$ cat config.mk
export PLATFORM = sky130hd
export DESIGN_NAME = layer_engine_pooler
export DESIGN_NICKNAME = d
export VERILOG_FILES = /design/src/rtl/layer_engine_pkg.sv /design/src/rtl/layer_engine_pool_lane.sv /design/src/rtl/layer_engine_pooler.sv
export SDC_FILE = /design/constraint.sdc
export NUM_CORES = 1
export LEC_CHECK = 0
export BUFFER_PORTS_ARGS = -buffer_cell sky130_fd_sc_hd__buf_2
export CORE_ASPECT_RATIO = 1.4
export CORE_MARGIN = 8
export CORE_UTILIZATION = 45
export CTS_BUF_LIST = sky130_fd_sc_hd__clkbuf_2 sky130_fd_sc_hd__clkbuf_4 sky130_fd_sc_hd__clkbuf_8
export DETAILED_ROUTE_END_ITERATION = 6
export GPL_TIMING_DRIVEN = 0
export MAX_ROUTING_LAYER = met4
export PLACE_DENSITY = 0.66
export SLEW_MARGIN = 20
export SYNTH_ARGS = -nofsm -noshare
export SYNTH_HDL_FRONTEND = slang
export SYNTH_SLANG_ARGS = --single-unit
$ cat constraint.sdc
create_clock -name clk -period 4.5 [get_ports clk]
set_clock_uncertainty 0.2 [all_clocks]
set_input_delay 0.225 -clock clk [delete_from_list [all_inputs] [get_ports clk]]
set_output_delay 0.225 -clock clk [all_outputs]
set_load 0.005 [all_outputs]
$ cat src/rtl/layer_engine_pkg.sv
// Shared definitions for the layer engine stages: opcode field positions,
// default opcode width and the pooler FSM state encoding.
package layer_engine_pkg;

  localparam int unsigned LE_OPCODE_WIDTH = 64;

  // Pooler opcode fields
  localparam int unsigned POOL_NUM_INPUTS_FIELD_LO = 0;
  localparam int unsigned POOL_NUM_INPUTS_FIELD_HI = 15;
  localparam int unsigned POOL_SIZE_FIELD_LO       = 16;
  localparam int unsigned POOL_SIZE_FIELD_HI       = 19;
  localparam int unsigned POOL_BYPASS_FIELD        = 20;

  // One-hot pooler states
  typedef enum logic [4:0] {
    StIdle   = 5'b00001,
    StDecode = 5'b00010,
    StBusy   = 5'b00100,
    StFlush  = 5'b01000,
    StDone   = 5'b10000
  } pool_state_e;

  // Effective words per group: bypass and a zero size both collapse to 1.
  function automatic logic [15:0] pool_eff_size(input logic [3:0] size, input logic bypass);
    if (bypass || (size == 4'd0)) begin
      return 16'd1;
    end
    return {12'd0, size};
  endfunction

endpackage

$ cat src/rtl/layer_engine_pool_lane.sv
// Combinational signed maximum of one lane.
module layer_engine_pool_lane #(
  parameter int unsigned C_LANE_WIDTH = 16
) (
  input  logic [C_LANE_WIDTH-1:0] a_i,
  input  logic [C_LANE_WIDTH-1:0] b_i,
  output logic [C_LANE_WIDTH-1:0] max_o
);

  // Pick the larger operand under two's-complement ordering
  always_comb begin
    max_o = ($signed(a_i) > $signed(b_i)) ? a_i : b_i;
  end

endmodule

$ cat src/rtl/layer_engine_pooler.sv
// Streaming max-pool stage: reduces each group of pool_size input words to one
// output word by lane-wise signed max, driven by the layer engine opcode handshake.
module layer_engine_pooler
  import layer_engine_pkg::*;
#(
  parameter int unsigned C_DATA_WIDTH   = 128,
  parameter int unsigned C_LANE_WIDTH   = 16,
  parameter int unsigned C_OPCODE_WIDTH = LE_OPCODE_WIDTH
) (
  input  logic                      clk,
  input  logic                      rst_n,
  input  logic [C_OPCODE_WIDTH-1:0] opcode,
  input  logic                      opcode_valid,
  output logic                      opcode_accept,
  output logic                      opcode_complete,
  input  logic [C_DATA_WIDTH-1:0]   datain,
  input  logic                      datain_valid,
  output logic                      datain_ready,
  output logic [C_DATA_WIDTH-1:0]   dataout,
  output logic                      dataout_valid,
  input  logic                      dataout_ready
);

  localparam int unsigned Lanes = C_DATA_WIDTH / C_LANE_WIDTH;

  pool_state_e state_q, state_d;

  // Opcode fields captured in idle, decoded one cycle later
  logic [15:0] cap_num_q, cap_num_d;
  logic [3:0]  cap_size_q, cap_size_d;
  logic        cap_bypass_q, cap_bypass_d;

  logic [15:0] num_inputs_q, num_inputs_d;
  logic [15:0] pool_size_q, pool_size_d;
  logic [15:0] in_cnt_q, in_cnt_d;
  logic [15:0] grp_cnt_q, grp_cnt_d;

  logic [C_DATA_WIDTH-1:0] acc_q, acc_d;
  logic [C_DATA_WIDTH-1:0] dout_q, dout_d;
  logic                    dout_valid_q, dout_valid_d;

  logic [C_DATA_WIDTH-1:0] lane_max;
  logic [C_DATA_WIDTH-1:0] merged;
  logic                    in_xfer;
  logic                    out_xfer;
  logic                    last_in;
  logic                    group_close;

  // Upper opcode bits carry fields for other stages
  logic unused_opcode_bits;
  assign unused_opcode_bits = ^opcode[C_OPCODE_WIDTH-1:POOL_BYPASS_FIELD+1];

  for (genvar l = 0; l < Lanes; l++) begin : g_lane
    layer_engine_pool_lane #(
      .C_LANE_WIDTH(C_LANE_WIDTH)
    ) u_lane (
      .a_i  (acc_q[l*C_LANE_WIDTH +: C_LANE_WIDTH]),
      .b_i  (datain[l*C_LANE_WIDTH +: C_LANE_WIDTH]),
      .max_o(lane_max[l*C_LANE_WIDTH +: C_LANE_WIDTH])
    );
  end

  // Handshake decode and group bookkeeping
  always_comb begin
    datain_ready = (state_q == StBusy) && (!dout_valid_q || dataout_ready);
    in_xfer      = datain_valid && datain_ready;
    out_xfer     = dout_valid_q && dataout_ready;
    last_in      = (in_cnt_q == (num_inputs_q - 16'd1));
    group_close  = (grp_cnt_q == (pool_size_q - 16'd1)) || last_in;
    // The first word of a group replaces the accumulator outright
    merged       = (grp_cnt_q == 16'd0) ? datain : lane_max;
  end

  // Next-state logic and handshake pulses
  always_comb begin
    state_d         = state_q;
    cap_num_d       = cap_num_q;
    cap_size_d      = cap_size_q;
    cap_bypass_d    = cap_bypass_q;
    num_inputs_d    = num_inputs_q;
    pool_size_d     = pool_size_q;
    in_cnt_d        = in_cnt_q;
    grp_cnt_d       = grp_cnt_q;
    acc_d           = acc_q;
    dout_d          = dout_q;
    dout_valid_d    = dout_valid_q;
    opcode_accept   = 1'b0;
    opcode_complete = 1'b0;

    // A closing word below may re-set valid in the same cycle (no bubble)
    if (out_xfer) begin
      dout_valid_d = 1'b0;
    end

    unique case (state_q)
      StIdle: begin
        if (opcode_valid) begin
          cap_num_d    = opcode[POOL_NUM_INPUTS_FIELD_HI:POOL_NUM_INPUTS_FIELD_LO];
          cap_size_d   = opcode[POOL_SIZE_FIELD_HI:POOL_SIZE_FIELD_LO];
          cap_bypass_d = opcode[POOL_BYPASS_FIELD];
          state_d      = StDecode;
        end
      end
      StDecode: begin
        opcode_accept = 1'b1;
        num_inputs_d  = cap_num_q;
        pool_size_d   = pool_eff_size(cap_size_q, cap_bypass_q);
        in_cnt_d      = 16'd0;
        grp_cnt_d     = 16'd0;
        state_d       = (cap_num_q == 16'd0) ? StDone : StBusy;
      end
      StBusy: begin
        if (in_xfer) begin
          in_cnt_d = in_cnt_q + 16'd1;
          if (group_close) begin
            dout_d       = merged;
            dout_valid_d = 1'b1;
            grp_cnt_d    = 16'd0;
          end else begin
            acc_d     = merged;
            grp_cnt_d = grp_cnt_q + 16'd1;
          end
          if (last_in) begin
            state_d = StFlush;
          end
        end
      end
      StFlush: begin
        if (out_xfer) begin
          state_d = StDone;
        end
      end
      StDone: begin
        opcode_complete = 1'b1;
        state_d         = StIdle;
      end
      default: begin
        state_d = StIdle;
      end
    endcase
  end

  // State, counters, accumulator and output register
  always_ff @(posedge clk or negedge rst_n) begin
    if (!rst_n) begin
      state_q      <= StIdle;
      cap_num_q    <= '0;
      cap_size_q   <= '0;
      cap_bypass_q <= 1'b0;
      num_inputs_q <= '0;
      pool_size_q  <= '0;
      in_cnt_q     <= '0;
      grp_cnt_q    <= '0;
      acc_q        <= '0;
      dout_q       <= '0;
      dout_valid_q <= 1'b0;
    end else begin
      state_q      <= state_d;
      cap_num_q    <= cap_num_d;
      cap_size_q   <= cap_size_d;
      cap_bypass_q <= cap_bypass_d;
      num_inputs_q <= num_inputs_d;
      pool_size_q  <= pool_size_d;
      in_cnt_q     <= in_cnt_d;
      grp_cnt_q    <= grp_cnt_d;
      acc_q        <= acc_d;
      dout_q       <= dout_d;
      dout_valid_q <= dout_valid_d;
    end
  end

  assign dataout       = dout_q;
  assign dataout_valid = dout_valid_q;

endmodule

==> impl_results.md, run 1 <==
- Vias in the first global route: 15.51k
- RSZ-0062 raised after global routing: no
- DR vias: 14.43k
- Iter 0 DRT Violations: 695
- HPWL after DPL: 36.24 mm
- Num ports: 329
- Total Routed Length: 49.27 mm
- Layout cells sized above 1: 38.23%
- Detail Route met2 WL: 24.93 mm
- Largest net degree at the start of global routing: 89
- PwrDens: 509.4 nW/µm²
- Fin. Hold Viols: 0
- Synthesized flop and latch total: 335
- Total gr overflow: 0
- Cell row count: 88
- Worst-Skew Late Latency: 0.60 ns
- Total track usage: 20.76%
- Most numerous cell in the Yosys netlist: mux2_2
- H-tree depth: 2
- CP required: 4.77 ns
- Register area share after synthesis: 44.61%
- Die Ht: 257.8 µm
- Critical path's slowest cell: or4_4
- Status: complete, but fails checks
- Global-route wire length before repair: 80.47 mm
- Port Buf Inserts: 285
- Critical Path End Type: flip-flop
- Max stage delay on crit path: 0.54 ns
- Initial antenna violation count: 7
- Most used DFF post-synth: dfrtp_1
- Maxcap violations: 0
- Drt pass-1 iters: 7
- Clk Tree Root Cell: clkbuf_8
- Uppermost routed layer: met4
- Crit-path cells: clkbuf_1, or4_4, or4_1, o211a_1, or4_4, nor4_2, buf_4, or3_1, buf_2, buf_4, mux2_2
- Mean post-synth cell area: 11.43 µm²
- Area of the multi-input gates: 9579 µm²
- Worst hold path class: in -> reg
- Top post-synthesis cells by count: 396 x mux2_2, 334 x dfrtp_1, 151 x inv_1
- Worst slew pin tran: 1.096 ns
- Final ANT Viol Nets: 0
- Clock-pin slew on the worst setup and hold paths: 0.06 ns
- CTS tree: yes
- Yosys warnings: 0
- VDD IR-drop max: 0.0004205 V
- Core footprint: 41180 µm²
- Worst rel slew slack: 26.78%
- Largest cells by area after synthesis: dfrtp_1 44%, mux2_2 24%, ha_1 8.9%
- Clk sinks: 335
- Endpoints failing setup: 0
- Syn nets: 1976
- Die Span X: 188.7 µm
- Finished Layout Cells: 2744
- Power Total: 0.01221 W
- Fillers: 3470
- Critical path peak fanout: 10
- Peak Freq: 234.9 MHz
- Final period util: 94.60%
- DR vias/cell: 5.260
- Met3 WL: 2.174 mm
- Fin. max-slew vios: 0
- Die ar.: 48660 µm²
- Mapped Area: 18800 µm²
- Routability cong.: 0.8956
- CTS Buf Count: 57
- WL/cell: 17.95 µm
- Final core utilization: 58.19%
- Final nets: 2484
- CTS Buffer Depth: 3
- Crit Path Class: reg -> reg
- Post-synthesis instance total: 1645
- Area grow syn2layout: 27.49%
- Synth cell types: 61
- EDFF count, synth: 0
- Leak: 12.41 nW
- Synth area leader: dfrtp_1
- Data arrival, critical path: 4.53 ns
- Synth top area share: 44.47%
- Dpl cells: 2475
- Crit start category: flip-flop
- Failing checks: design-rule violations
- Starting Density: 45.64%
- Post-synth ARST share: 100.0%
- WL met1: 19.86 mm
- DRC errors left: 4
- Minimum clock period: 4.257 ns
- Register area: 8384 µm²
flip-flops by register name (all words and copies together), names as in the netlist, 4 cells and up:
register and count:
acc_q 128, cap_num_q 16, cap_size_q 4, dataout 128, grp_cnt_q 16, in_cnt_q 16
num_inputs_q 16, pool_size_q 4, state_q 5
layout make-up:
type                            count  share of cell area [%]
Timing Repair Buffer              449                   13.20
Buffer                             63                   1.264
Clock buffer                       93                   4.950
Sequential cell                   335                   34.99
Multi-Input combinational cell   1095                   39.98
Antenna cell                        7                 0.07310
Clock inverter                     10                  0.3446
Tap cell                          540                   2.820
Inverter                          152                   2.381
routing by layer:
metal,global-route usage [%],vias to the layer above
li1,-,6885
met1,22.99,7012
met2,35.95,391
met3,3.723,145
met4,9.595,0
met5,-,-
report_power, final:
group          leakage (nW)  total [W]  internal [W]  switching [W]
registers              4.52    0.00458       0.00391       0.000664
logic                  7.22    0.00465       0.00244        0.00220
clock network         0.680    0.00298       0.00172        0.00126
total                  12.4     0.0122       0.00808        0.00413
critical path: cells and delay by family, from the launching register on:
| family | cells | cell delay [ns] |
|---|---|---|
| flip-flops | 1 | 0.36 |
| buffers and inverters | 4 | 0.90 |
| AO/OA/AOI/OAI | 1 | 0.15 |
| AND/OR/NAND/NOR | 5 | 2.17 |
| multiplexers | 1 | 0.35 |
cell families (layout without fill, tap and decap cells):
family                     count (synthesis)  after routing  share of synthesized area [%]
xor gates and xnor gates                  40             40                          1.864
DFF                                      335            335                          44.61
muxes                                    412            412                          24.84
and+or+nand+nor                          350            350                          9.706
other                                      0              7                              0
adders and majority gates                134            134                          8.920
AOI/OAI and AO/OA                        159            159                          5.452
buffers and inverters                    215            767                          4.607
placed cells by master (no fill, tap or decap), drive strengths merged, types with 5 or more instances in the layout:
| cell | netlist | layout |
|---|---|---|
| mux2i | 6 | 6 |
| o22ai | 5 | 5 |
| o211ai | 6 | 6 |
| a211oi | 8 | 8 |
| a21oi | 45 | 45 |
| or3 | 8 | 8 |
| diode | 0 | 7 |
| nor4 | 14 | 14 |
| and3 | 14 | 14 |
| nor2b | 5 | 5 |
| nor2 | 47 | 47 |
| xor2 | 16 | 16 |
| a21o | 15 | 15 |
| or4 | 10 | 10 |
| ha | 134 | 134 |
| nor3b | 9 | 9 |
| and4 | 5 | 5 |
| clkbuf | 47 | 140 |
| buf | 16 | 309 |
| o221ai | 5 | 5 |
| xnor2 | 24 | 24 |
| nand4 | 40 | 40 |
| o21ai | 32 | 32 |
| nand3b | 10 | 10 |
| nand3 | 39 | 39 |
| dfrtp | 334 | 334 |
| nor3 | 24 | 24 |
| clkinv | 1 | 10 |
| a31oi | 9 | 9 |
| inv | 151 | 151 |
| nand2b | 8 | 8 |
| nand2 | 105 | 105 |
| o21a | 6 | 6 |
| mux2 | 406 | 406 |
| o21bai | 5 | 5 |
| dlygate4sd3 | 0 | 156 |
metrics by stage:
step | TNS (ns) | area, µm² | hold slack [ns] | setup slack (ns)
4_1_cts | 0 | 23930 | 0.1304 | 0.02061
5_1_grt | 0 | 23960 | 0.1667 | 0.03700
3_3_place_gp | -1279.41 | 20900 | 0.2575 | -3.684
2_1_floorplan | 0 | 18800 | -0.2706 | 0.7011
6_report | 0 | 23960 | 0.1807 | 0.2431
3_5_place_dp | -35.41 | 21030 | -0.08165 | -0.3954
timing repair:
| action | 4_1_cts | 5_1_grt |
|---|---|---|
| gates resized for setup | 6 | 7 |
| hold buffers | 157 | 0 |
| setup buffers | 2 | 0 |
| endpoints found under the hold margin | 461 | 0 |
| setup endpoints to repair | 120 | 160 |
| pin swaps | 1 | 0 |
final timing paths:
| check | startpoint | end | slack [ns] | cells after the start |
|---|---|---|---|---|
| min in group asynchronous | rst_n | acc_q[103] | 0.52 | 4 |
| min reg2reg | cap_num_q[2] | num_inputs_q[2] | 0.30 | 2 |
| max in group asynchronous | rst_n | acc_q[55] | 2.69 | 5 |
| max | num_inputs_q[3] | acc_q[126] | 0.24 | 11 |
| max reg2reg | num_inputs_q[3] | acc_q[126] | 0.24 | 11 |
| min | opcode[8] | cap_num_q[8] | 0.18 | 3 |
Power figures use the tool's default switching activity.
==> run 2: changes to the inputs <==
SYNTH_HIERARCHICAL = 1   (was not set)
==> run 2 against run 1 <==
  * The flow now finishes without violations
  * Maximum frequency up 11%
  * Power is 24% higher
  * Routed wire length rose by 11%
  * Synthesized area up 13%
  * Highest routed layer unchanged
  * Global-route usage down 0.26 points
  * Combinational power increased by 63%
  * Sequential power barely moved
  * Worst hold slack lost 0.018 ns
  * Utilization shrank 1.7 points
==> impl_results.md, run 2 <==
- RSZ-0062 raised after global routing: no (unchanged)
- Post-Place Cell Area: 23610 µm² (was 21030 µm²)
- Clk Tree Root Cell: clkbuf_8 (unchanged)
- Largest net degree at the start of global routing: 94 (was 89)
- Port Buf Inserts: 285 (unchanged)
- Post-synthesis instance total: 1787 (was 1645)
- Total gr overflow: 0 (unchanged)
- Mapped Area: 21280 µm² (was 18800 µm²)
- Data arrival, critical path: 4.14 ns (was 4.53 ns)
- HPWL after DPL: 40.08 mm (was 36.24 mm)
- VDD IR-drop max: 0.0003903 V (was 0.0004205 V)
- Fillers: 3929 (was 3470)
- H-tree depth: 2 (unchanged)
- Peak Freq: 260.8 MHz (was 234.9 MHz)
- Fin area: 26430 µm² (was 23960 µm²)
- Worst rel slew slack: 42.82% (was 26.78%)
- Die Ht: 273.3 µm (was 257.8 µm)
- EDFF count, synth: 0 (unchanged)
- Final nets: 2621 (was 2484)
- Commonest non-fill, non-tap cell in the layout: mux2_2 (unchanged)
- Worst-Skew Late Latency: 0.63 ns (was 0.60 ns)
- Top post-synthesis cells by count: 367 x mux2_2, 334 x dfrtp_1, 167 x mux2_4 (was 396 x mux2_2, 334 x dfrtp_1, 151 x inv_1)
- Crit start category: flip-flop (unchanged)
- Clk sinks: 335 (unchanged)
- Endpoints failing setup: 0 (unchanged)
- Most used DFF post-synth: dfrtp_1 (unchanged)
- R2r worst-path depth: 11 (unchanged)
- Commonest cells after routing, fill and taps aside: 367 x mux2_2, 334 x dfrtp_1, 305 x buf_2 (was 396 x mux2_2, 334 x dfrtp_1, 292 x buf_2)
- Area grow syn2layout: 24.20% (was 27.49%)
- WL/cell: 18.42 µm (was 17.95 µm)
- Crit Path Class: reg -> reg (unchanged)
- Core footprint: 46810 µm² (was 41180 µm²)
- Worst slew pin tran: 0.8512 ns (was 1.096 ns)
- Status: finished, final reports clean (was complete, but fails checks)
- Reg2reg end: dataout[50] (was acc_q[126])
- Critical path peak fanout: 10 (unchanged)
- Clock-pin slew on the worst setup and hold paths: 0.06 ns (about the same)
- CTS Buffer Depth: 3 (unchanged)
- Depth of the worst hold-timing path: 3 (unchanged)
- Global-route wire length before repair: 87.63 mm (was 80.47 mm)
- Syn nets: 2118 (was 1976)
- Fin. Hold Viols: 0 (unchanged)
- Cell row count: 94 (was 88)
- Synthesized flop and latch total: 335 (unchanged)
- Most numerous cell in the Yosys netlist: mux2_2 (unchanged)
- Die Span X: 199.8 µm (was 188.7 µm)
- Mean post-synth cell area: 11.91 µm² (was 11.43 µm²)
- Maxcap violations: 0 (unchanged)
- Final period util: 85.22% (was 94.60%)
- Initial antenna violation count: 6 (was 7)
- CTS tree: yes (unchanged)
- Final ANT Viol Nets: 0 (unchanged)
- Leak: 13.26 nW (was 12.41 nW)
- Routability cong.: 0.8828 (was 0.8956)
- Drt pass-1 iters: 5 (was 7)
- Vias in the first global route: 16.68k (was 15.51k)
- Minimum clock period: 3.835 ns (was 4.257 ns)
- Worst hold path class: in -> reg (unchanged)
- PostCTS Resize Cnt: 0 (was 6)
- Critical Path End Type: flip-flop (unchanged)
- Post-synth ARST share: 100.0% (unchanged)
- Total Routed Length: 54.54 mm (was 49.27 mm)
- Starting Density: 45.47% (was 45.64%)
- Die ar.: 54610 µm² (was 48660 µm²)
- R2R Setup Slk: 0.67 ns (was 0.24 ns)
- Layout cells sized above 1: 43.67% (was 38.23%)
- DR vias/cell: 5.218 (was 5.260)
- CTS Buf Count: 57 (unchanged)
- R2r startpoint: num_inputs_q[0] (was num_inputs_q[3])
- Num ports: 329 (unchanged)
- Synth cell types: 65 (was 61)
- Fin. max-slew vios: 0 (unchanged)
- DR vias: 15.45k (was 14.43k)
- DRC errors left: 0 (was 4)
- Setup TNS: 0 ns (unchanged)
- Hold Path Sink: cap_bypass_q (was cap_num_q[8])
- Synth area leader: dfrtp_1 (unchanged)
- Yosys warnings: 6 (was 0)
- Hold Path Origin: opcode[20] (was opcode[8])
- Synth top area share: 39.27% (was 44.47%)
- Smallest hold slack: 0.1626 ns (was 0.1807 ns)
- Register area share after synthesis: 39.39% (was 44.61%)
- CP required: 4.81 ns (was 4.77 ns)
- Iter 0 DRT Violations: 608 (was 695)
- PwrDens: 574.4 nW/µm² (was 509.4 nW/µm²)
- Largest cells by area after synthesis: dfrtp_1 39%, mux2_2 19%, mux2_4 12% (was dfrtp_1 44%, mux2_2 24%, ha_1 8.9%)
- Total track usage: 20.51% (was 20.76%)
- Power Total: 0.01518 W (was 0.01221 W)
[run 2: changes by cell type after synthesis, moves of 18 or more]
cell	delta
nor2_1	-26
mux2_2	-29
nand2_1	+19
nor4_1	+18
a21oi_1	+22
mux2_4	+157
[run 2: timing repair]
item / 4_1_cts / 5_1_grt
hold endpoints to repair: 568 / 0
buffers inserted: 0 / 0
hold buffers: 155 / 0
[run 2: layer usage]
| metal | track usage, % | part of all wire (%) | routed length (µm) | vias to the layer above |
|---|---|---|---|---|
| met1 | 23.11 | 41 | 22240 | 7573 |
| met3 | 3.814 | 4.9 | 2676 | 123 |
| li1 | - | - | - | 7407 |
| met2 | 35.54 | 51 | 27640 | 343 |
| met5 | - | 0 | 0 | - |
| met4 | 7.895 | 3.6 | 1986 | 0 |
[run 2: kinds of logic (layout without fill, tap and decap cells)]
| family | Yosys count | count (layout) | synth area share, % |
|---|---|---|---|
| multiplexers | 548 | 548 | 32.33 |
| flip-flops | 335 | 335 | 39.39 |
| AND/OR/NAND/NOR | 333 | 333 | 8.636 |
| buffers and inverters | 239 | 781 | 5.479 |
| AO/OA/AOI/OAI | 164 | 164 | 4.815 |
| adder cells (fa/ha/maj) | 134 | 134 | 7.878 |
| XOR/XNOR | 34 | 34 | 1.470 |
| other | 0 | 7 | 0 |
[run 2: power breakdown]
| part | switching, W | leakage (nW) | internal [W] |
|---|---|---|---|
| Combinational | 0.00336 | 8.18 | 0.00424 |
| Sequential | 0.000711 | 4.43 | 0.00386 |
| Clock | 0.00129 | 0.651 | 0.00172 |
[run 2: through the flow]
stage | worst slack (ns) | std cells | util (%)
global placement | -3.710 | 2696 | 50.18
floorplan | 0.9496 | 1787 | -
finish | 0.6652 | 2960 | 56.47
CTS | 0.6413 | 2953 | 56.43
global route | 0.3242 | 2959 | 56.47
detailed placement | 0.6471 | 2700 | 50.44
[run 2: worst max path at each step]
stage               startpoint  cells past startpoint            to  slack [ns]
4_1_cts              acc_q[15]                     10      acc_q[5]        0.64
2_1_floorplan       acc_q[107]                     10  dataout[101]        0.95
3_3_place_gp             rst_n                      1   dataout[21]       -3.71
3_5_place_dp         acc_q[15]                     10      acc_q[8]        0.65
6_report       num_inputs_q[0]                     11   dataout[50]        0.67
5_1_grt        num_inputs_q[0]                     11   dataout[59]        0.32
[run 2: worst max-delay path, stage by stage, from the launching register on]
cell	delay, ns
dfrtp_1	0.41
inv_1	0.09
ha_1	0.27
or3b_2	0.53
nor4b_1	0.27
nor3_1	0.13
a221oi_2	0.26
nand4_1	0.18
o21ai_1	0.24
buf_2	0.37
buf_2	0.36
mux2_2	0.39
[run 2: cell type report]
class,count,area (µm²),share of cell area (%)
Antenna cell,7,17.52,0.06627
Buffer,76,554.3,2.097
Clock buffer,86,1102,4.170
Clock inverter,12,142.6,0.5396
Inverter,163,611.8,2.315
Multi-Input combinational cell,1213,11730,44.38
Sequential cell,335,8384,31.72
Tap cell,624,780.7,2.954
Timing Repair Buffer,444,3108,11.76
